File: src/rtl/button_conditioner.sv
// Debounces three raw pushbuttons and turns each accepted press into a single
// registered one-clock pulse, with clear > stop > go priority between pulses.

module button_channel #(
    parameter int DB_CYCLES = 500000,
    parameter int CNT_W     = 20
) (
    input  logic clk,
    input  logic clr,
    input  logic raw,
    output logic rise,
    output logic level
);
    typedef enum logic [1:0] {LOW, CHK_HI, HIGH, CHK_LO} state_t;

    localparam logic [CNT_W-1:0] LAST = CNT_W'(DB_CYCLES - 1);

    logic             s1, s;
    state_t           state, state_nxt;
    logic [CNT_W-1:0] cnt, cnt_nxt;

    always_ff @(posedge clk) begin
        if (clr) begin
            s1    <= 1'b0;
            s     <= 1'b0;
            state <= LOW;
            cnt   <= '0;
        end else begin
            s1    <= raw;
            s     <= s1;
            state <= state_nxt;
            cnt   <= cnt_nxt;
        end
    end

    // The counter stops advancing at LAST because the state always leaves
    // the check state there, so it can never wrap.
    always_comb begin
        state_nxt = state;
        cnt_nxt   = cnt;
        rise      = 1'b0;
        case (state)
            LOW: begin
                if (s) begin
                    state_nxt = CHK_HI;
                    cnt_nxt   = '0;
                end
            end
            CHK_HI: begin
                if (!s) begin
                    state_nxt = LOW;
                end else if (cnt == LAST) begin
                    state_nxt = HIGH;
                    rise      = 1'b1;
                end else begin
                    cnt_nxt = cnt + CNT_W'(1);
                end
            end
            HIGH: begin
                if (!s) begin
                    state_nxt = CHK_LO;
                    cnt_nxt   = '0;
                end
            end
            CHK_LO: begin
                if (s) begin
                    state_nxt = HIGH;
                end else if (cnt == LAST) begin
                    state_nxt = LOW;
                end else begin
                    cnt_nxt = cnt + CNT_W'(1);
                end
            end
            default: state_nxt = LOW;
        endcase
    end

    assign level = (state == HIGH) || (state == CHK_LO);
endmodule

module button_conditioner #(
    parameter int DB_CYCLES = 500000,
    parameter int CNT_W     = 20
) (
    input  logic       clk,
    input  logic       clr,
    input  logic       btn_go,
    input  logic       btn_stop,
    input  logic       btn_clr,
    output logic       go,
    output logic       stop,
    output logic       clr_out,
    output logic [2:0] db_level
);
    localparam int NUM_BTN = 3;

    logic [NUM_BTN-1:0] raw;
    logic [NUM_BTN-1:0] rise;

    assign raw = {btn_clr, btn_stop, btn_go};

    for (genvar i = 0; i < NUM_BTN; i++) begin : g_ch
        button_channel #(
            .DB_CYCLES(DB_CYCLES),
            .CNT_W    (CNT_W)
        ) u_ch (
            .clk  (clk),
            .clr  (clr),
            .raw  (raw[i]),
            .rise (rise[i]),
            .level(db_level[i])
        );
    end

    // Losing pulses are dropped on the spot, never held for a later cycle.
    always_ff @(posedge clk) begin
        if (clr) begin
            go      <= 1'b0;
            stop    <= 1'b0;
            clr_out <= 1'b0;
        end else begin
            clr_out <= rise[2];
            stop    <= rise[1] & ~rise[2];
            go      <= rise[0] & ~rise[1] & ~rise[2];
        end
    end
endmodule

File: config.mk
export PLATFORM = sky130hd
export DESIGN_NAME = button_conditioner
export DESIGN_NICKNAME = d
export VERILOG_FILES = /design/src/rtl/button_conditioner.sv
export SDC_FILE = /design/constraint.sdc
export NUM_CORES = 1
export LEC_CHECK = 0
export CAP_MARGIN = 20
export CORE_ASPECT_RATIO = 0.75
export CORE_MARGIN = 2
export CORE_UTILIZATION = 42
export CTS_BUF_LIST = sky130_fd_sc_hd__clkbuf_16
export CTS_CLUSTER_DIAMETER = 100
export DETAILED_ROUTE_END_ITERATION = 8
export PLACE_DENSITY = 0.64
export SLEW_MARGIN = 20
export SYNTH_ARGS = -nofsm -noshare
export SYNTH_HDL_FRONTEND = slang
export SYNTH_SLANG_ARGS = --single-unit
File: constraint.sdc
create_clock -name clk -period 6.75 [get_ports clk]
set_clock_uncertainty 0.15 [all_clocks]
set_input_delay 1.0125 -clock clk [delete_from_list [all_inputs] [get_ports clk]]
set_output_delay 1.0125 -clock clk [all_outputs]
set_load 0.02 [all_outputs]
==> flow_metrics.py, run 1 <==
metrics = {
    "outcome": {
        "status": "completed",
    },
    "power": {
        "power.share.combinational_pct": 2.3,
        "p_sw_mw": 0.2099,
        "seqPwrFrac_pct": 43.5,
        "swShare_pct": 20.44,
        "p_leak_nw": 1.355,
        "power_density_nw_per_um2": 251.4,
        "ir_worst_vdd_v": 0.0001799,
        "finalPower_mw": 1.027,
        "p_int_mw": 0.8169,
        "clkPwrFrac_pct": 54.2,
    },
    "routing": {
        "wl_met3_um": 319,
        "ant_nets": 0,
        "wl_per_cell_um": 13.84,
        "top_layer_used": "met4",
        "drt-met1-wl_um": 3821,
        "viasPerCell": 5.554,
        "num_vias": 2988,
        "drc": 0,
        "initialDrtViolationCount": 149,
        "wl_met2_um": 3239,
        "drt-total-wl_um": 7446,
        "dr.pass1.iters": 4,
    },
    "critical_path": {
        "required_ns": 6.86,
        "arrival_ns": 3.18,
        "critical_path_class": "input pin to flop",
        "worst_path_max_delay_cell": "clkdlybuf4s50_1",
        "start_kind": "input pin",
        "end_kind": "flop",
        "critPathMaxStageDelay_ns": 0.87,
        "critPathMaxFanout": 26,
        "path_cells": "clkdlybuf4s50_1, nand2b_1, nor2_1, a21boi_2, a21oi_1, o21ai_0",
    },
    "clocking": {
        "cts-buffers-inserted": 9,
        "clkLatencyLatePin_ns": 0.34,
        "cts_sinks": 75,
        "cts_tree": "built",
        "ctsResizeCount": 0,
        "clockBufferDepth": 2,
        "path_clk_slew_ns": 0.06,
        "post-cts-setup-buffer-count": 0,
        "htree_levels": 3,
        "cts_hold_buf": 0,
        "root_buffer": "clkbuf_16",
    },
    "yosys": {
        "synth_edf_count": 0,
        "yosysUniqueCellTypes": 47,
        "synthCells": 419,
        "synth_seq_cells": 75,
        "synth_ff_type": "dfxtp_1",
        "synth_area_per_cell_sq_um": 8.520,
        "async_flop_share_pct": 0,
        "syn_nets": 427,
        "synthesis.area_sq_um": 3570,
        "yosys_warnings": 0,
        "seq_area_frac_synth_pct": 42.06,
    },
    "floorplan": {
        "io-pin-count": 11,
        "die_w_um": 110.5,
        "dieArea_sq_um": 9261,
        "core.rowCount": 29,
        "core_area_sq_um": 8346,
        "die_height_um": 83.84,
        "start_util_pct": 42.77,
    },
    "layout": {
        "drive_gt1_share_pct": 6.047,
        "multiInputGateArea_sq_um": 1949,
        "mostFrequentLayoutCell": "dfxtp_1",
        "nNetsFinal": 433,
        "antenna_cells": 0,
        "n_fill_cell": 810,
        "area_delta_synth_final_pct": 14.41,
        "ff_latch_area_sq_um": 1501,
        "mostFrequentLayoutCells": "dfxtp_1 (75), nor2_1 (39), nand3_1 (30), a21oi_1 (27), nand2_1 (26)",
        "stdcell_area_sq_um": 4084,
    },
    "placed_design": {
        "port_buffers": 10,
        "globalplace.congestion": 0.8099,
        "hpwlAfterDp_um": 5078,
        "placed_area_sq_um": 3729,
    },
    "grt": {
        "grt_max_degree": 27,
        "grt_overflow": 0,
        "antenna_found_initial": 0,
        "grt_pass1_wl_um": 12960,
        "grtUsageTotal_pct": 17.03,
        "first_global_vias": 2753,
    },
    "sta": {
        "finalSetupViolCount": 0,
        "period_needed_ns": 3.070,
        "rsz0062_at_grt": "false",
        "fin_crit_sh_pct": 45.47,
        "fin_tns_setup_ns": 0,
        "fmax_ghz": 0.3258,
        "slew_violations": 0,
        "relSlewSlack_pct": 39.56,
        "finalHoldViolCount": 0,
        "tightest_slew_ns": 0.9037,
    },
    "job": {
        "drv_cap": 0,
    },
    "min_path": {
        "min_path_type": "flop to flop",
    },
}
## stage by stage
step / setup slack, ns / hold slack [ns] / utilization, % / std cells
floorplan: 4.452 / 0.2638 / - / 419
global placement: 3.367 / 0.2710 / 44.68 / 522
detailed placement: 3.338 / 0.2728 / 44.68 / 522
CTS: 3.676 / 0.2877 / 48.86 / 538
global route: 3.484 / 0.3030 / 48.94 / 538
finish: 3.680 / 0.2842 / 48.94 / 538
## layout make-up
class / instances / area share [%]
multi-input combinational: 316 / 47.73
clock buffer: 9 / 5.515
sequential: 75 / 36.76
inverter: 13 / 1.195
tap: 108 / 3.309
clock inverter: 7 / 3.033
timing repair buffer: 10 / 2.451
## state kept, by name (all words and copies together) (netlist names), named ones only
signal,flops
g_ch.u_ch.s,3
stop,1
g_ch.u_ch.state,3
g_ch.u_ch.s1,3
clr_out,1
g_ch.u_ch.cnt,60
go,1
## worst max-delay path, delay by kind of cell
kind / cells / cell delay [ns]
buffers and inverters: 1 / 0.87
AND/OR/NAND/NOR: 2 / 0.56
AO/OA/AOI/OAI: 3 / 0.73
## cells in the mapped netlist (2+ instances only)
cell type / count / area (sq um)
dfxtp_1: 75 / 1501
nand2_1: 26 / 97.59
nor4bb_1: 3 / 30.03
mux2i_1: 5 / 50.05
or4_1: 13 / 97.59
nor2_1: 39 / 146.4
nor4_1: 10 / 62.56
o211ai_1: 4 / 30.03
o21ai_0: 20 / 100.1
a21oi_1: 27 / 135.1
nor2b_1: 7 / 43.79
o21ai_2: 2 / 17.52
nand3_1: 30 / 150.1
nand4_1: 16 / 100.1
or3_1: 19 / 118.9
inv_1: 13 / 48.80
nor3_1: 8 / 40.04
o21bai_1: 4 / 30.03
a31o_2: 2 / 17.52
o31ai_1: 3 / 22.52
o21ai_1: 3 / 15.01
buf_4: 3 / 22.52
a31oi_1: 2 / 12.51
nor4b_1: 5 / 43.79
xnor2_1: 13 / 113.9
xor2_1: 17 / 148.9
clkbuf_1: 10 / 37.54
and2_1: 2 / 12.51
and3_1: 10 / 62.56
ha_1: 3 / 37.54
a22oi_1: 2 / 15.01
and4_1: 2 / 17.52
a21o_1: 4 / 30.03
nand2b_1: 4 / 25.02
## layer usage
layer  track usage (%)  up-vias
li1                  -     1538
met2             25.54       44
met5                 0        -
met1             22.94     1400
met4             5.455        0
met3             6.100        6
## path summary, 6_finish.rpt
kind / startpoint / to / slack (ns) / depth (start not counted)
max reg2reg: g_ch[0].u_ch.cnt[5] / g_ch[0].u_ch.cnt[9] / 4.09 / 5
max: clr / g_ch[0].u_ch.cnt[5] / 3.68 / 6
min: g_ch[1].u_ch.s1 / g_ch[1].u_ch.s / 0.28 / 1
min reg2reg: g_ch[1].u_ch.s1 / g_ch[1].u_ch.s / 0.28 / 1
## power by group through the flow
| stage | registers (mW) | clock network, mW | logic [mW] |
|---|---|---|---|
| 2_1_floorplan | 0.456 | 0 | 0.0175 |
| 3_3_place_gp | 0.456 | 0 | 0.0230 |
| 3_5_place_dp | 0.456 | 0 | 0.0236 |
| 4_1_cts | 0.446 | 0.570 | 0.0236 |
| 5_1_grt | 0.447 | 0.588 | 0.0264 |
| 6_report | 0.446 | 0.557 | 0.0235 |
## cells by family after synthesis
logic type	count (synthesis)	synth area share (%)
compound gates	81	14.48
buf+inv	28	3.505
fa+ha+maj	3	1.052
xor+xnor	30	7.361
mux	5	1.402
simple gates	197	30.14
flops	75	42.06
(Power assumes the default switching activity.)
==> run 2, diff against run 1 <==
- PLACE_DENSITY: 0.64 -> 0.66
- clock period: 6.75 -> 2.7 ns (I/O delays scaled with it)
==> flow_metrics.py, run 2 (same netlist as run 1, synthesis figures left out) <==
metrics = {
    "grt": {
        "grt_overflow": 0,
        "grt_max_degree": 26,
        "grt_pass1_wl_um": 12840,
        "grtUsageTotal_pct": 17.08,
        "antenna_found_initial": 0,
        "first_global_vias": 2776,
    },
    "power": {
        "finalPower_mw": 2.294,
        "ir_worst_vdd_v": 0.0003375,
        "power_density_nw_per_um2": 557.8,
        "p_leak_nw": 1.392,
    },
    "critical_path": {
        "r2r-start": "g_ch[0].u_ch.cnt[5]",
        "rrSetupSlack_ns": 0.12,
        "required_ns": 2.79,
        "endpoint": "g_ch[0].u_ch.cnt[8]",
        "arrival_ns": 2.67,
        "end_kind": "flop",
        "start_kind": "flop",
        "crit_path_start": "g_ch[0].u_ch.cnt[5]",
        "critPathMaxFanout": 13,
        "ff2ff_path_depth": 5,
        "worstReg2RegEnd": "g_ch[0].u_ch.cnt[8]",
        "critical_path_class": "flop to flop",
    },
    "placed_design": {
        "placed_area_sq_um": 3819,
        "port_buffers": 10,
        "globalplace.congestion": 0.8064,
        "hpwlAfterDp_um": 5307,
        "dp.cells": 534,
    },
    "clocking": {
        "post-cts-setup-buffer-count": 0,
        "ctsResizeCount": 0,
        "cts_tree": "built",
        "htree_levels": 3,
        "cts_hold_buf": 0,
        "cts_sinks": 75,
        "root_buffer": "clkbuf_16",
        "path_clk_slew_ns": 0.06,
        "clkLatencyLatePin_ns": 0.34,
        "cts-buffers-inserted": 9,
        "clockBufferDepth": 2,
    },
    "sta": {
        "slew_violations": 0,
        "relSlewSlack_pct": 57.84,
        "rsz0062_at_grt": "false",
        "finalSetupViolCount": 0,
        "finalHoldViolCount": 0,
        "fmax_ghz": 0.3874,
        "fin_crit_sh_pct": 95.60,
        "fin_tns_setup_ns": 0,
        "tightest_slew_ns": 0.6310,
        "period_needed_ns": 2.581,
    },
    "outcome": {
        "status": "completed",
    },
    "layout": {
        "top_register": "g_ch.u_ch.cnt",
        "fin_util_pct": 49.28,
        "n_fill_cell": 817,
        "area_delta_synth_final_pct": 15.21,
        "nNetsFinal": 447,
        "mostFrequentLayoutCells": "dfxtp_1 (75), nor2_1 (39), nand3_1 (30), a21oi_1 (27), nand2_1 (26)",
        "drive_gt1_share_pct": 8.559,
        "mostFrequentLayoutCell": "dfxtp_1",
        "stdcell_area_sq_um": 4113,
        "largest_register_ff_count": 60,
        "instances_no_fill": 552,
        "antenna_cells": 0,
    },
    "job": {
        "drv_cap": 0,
    },
    "floorplan": {
        "die_w_um": 110.5,
        "die_height_um": 83.84,
        "core.rowCount": 29,
        "start_util_pct": 42.77,
        "dieArea_sq_um": 9261,
        "io-pin-count": 11,
        "core_area_sq_um": 8346,
    },
    "routing": {
        "drt-total-wl_um": 7505,
        "wl_per_cell_um": 13.60,
        "drc": 0,
        "ant_nets": 0,
        "viasPerCell": 5.578,
        "dr.pass1.iters": 4,
        "initialDrtViolationCount": 181,
        "num_vias": 3079,
    },
    "min_path": {
        "worstHoldStart": "g_ch[2].u_ch.s1",
        "min_path_type": "flop to flop",
    },
}
[run 2: changes by cell type in the layout (fill, tap and decap cells not counted), moves of 2 or more]
cell	delta
buf_4	+14
inv_6	-2
clkinv_4	+2
bufinv_16	-3
[run 2: layer usage]
metal | vias up | wire length, um | track usage, %
met5 | - | 0 | 0
met1 | 1435 | 3898 | 23.35
li1 | 1569 | - | -
met2 | 64 | 3174 | 25.38
met4 | 0 | 134 | 6.818
met3 | 11 | 298 | 5.011
[run 2: report_power, final]
part | total, mW | switching [mW] | leakage (nW) | internal [mW]
Combinational | 0.0701 | 0.0414 | 0.652 | 0.0288
Sequential | 1.12 | 0.00400 | 0.605 | 1.11
Clock | 1.11 | 0.480 | 0.135 | 0.627
Total | 2.29 | 0.526 | 1.39 | 1.77
[run 2: cell type report]
cell class	count	area (sq um)	share of cell area, %
timing repair buffer	24	205.2	4.989
clock buffer	9	225.2	5.476
inverter	13	48.80	1.186
clock inverter	7	53.80	1.308
multi-input combinational	316	1943	47.25
tap	108	135.1	3.286
sequential	75	1501	36.51
[run 2: worst min-delay path by stage]
| stage | end | slack [ns] | cells past startpoint |
|---|---|---|---|
| final | g_ch[2].u_ch.s | 0.29 | 1 |
| after floorplan | g_ch[0].u_ch.s | 0.26 | 1 |
| after CTS | g_ch[2].u_ch.s | 0.29 | 1 |
| after global placement | g_ch[2].u_ch.s | 0.27 | 1 |
| after detailed placement | g_ch[2].u_ch.s | 0.28 | 1 |
| after global routing | g_ch[1].u_ch.s | 0.31 | 1 |
[run 2: worst max-delay path: stages (launching register included)]
cell      delay (ns)
dfxtp_1         0.35
or4_1           0.59
or4b_4          0.60
o21ai_2         0.46
o21bai_1        0.14
a21o_1          0.19
[run 2: metrics by stage]
step / hold slack, ns / setup slack [ns]
after floorplan: 0.2638 / 0.4017
after global placement: 0.2693 / 0.1450
after detailed placement: 0.2801 / 0.09444
after CTS: 0.2948 / 0.06890
after global routing: 0.3099 / 0.01809
final: 0.2898 / 0.1189
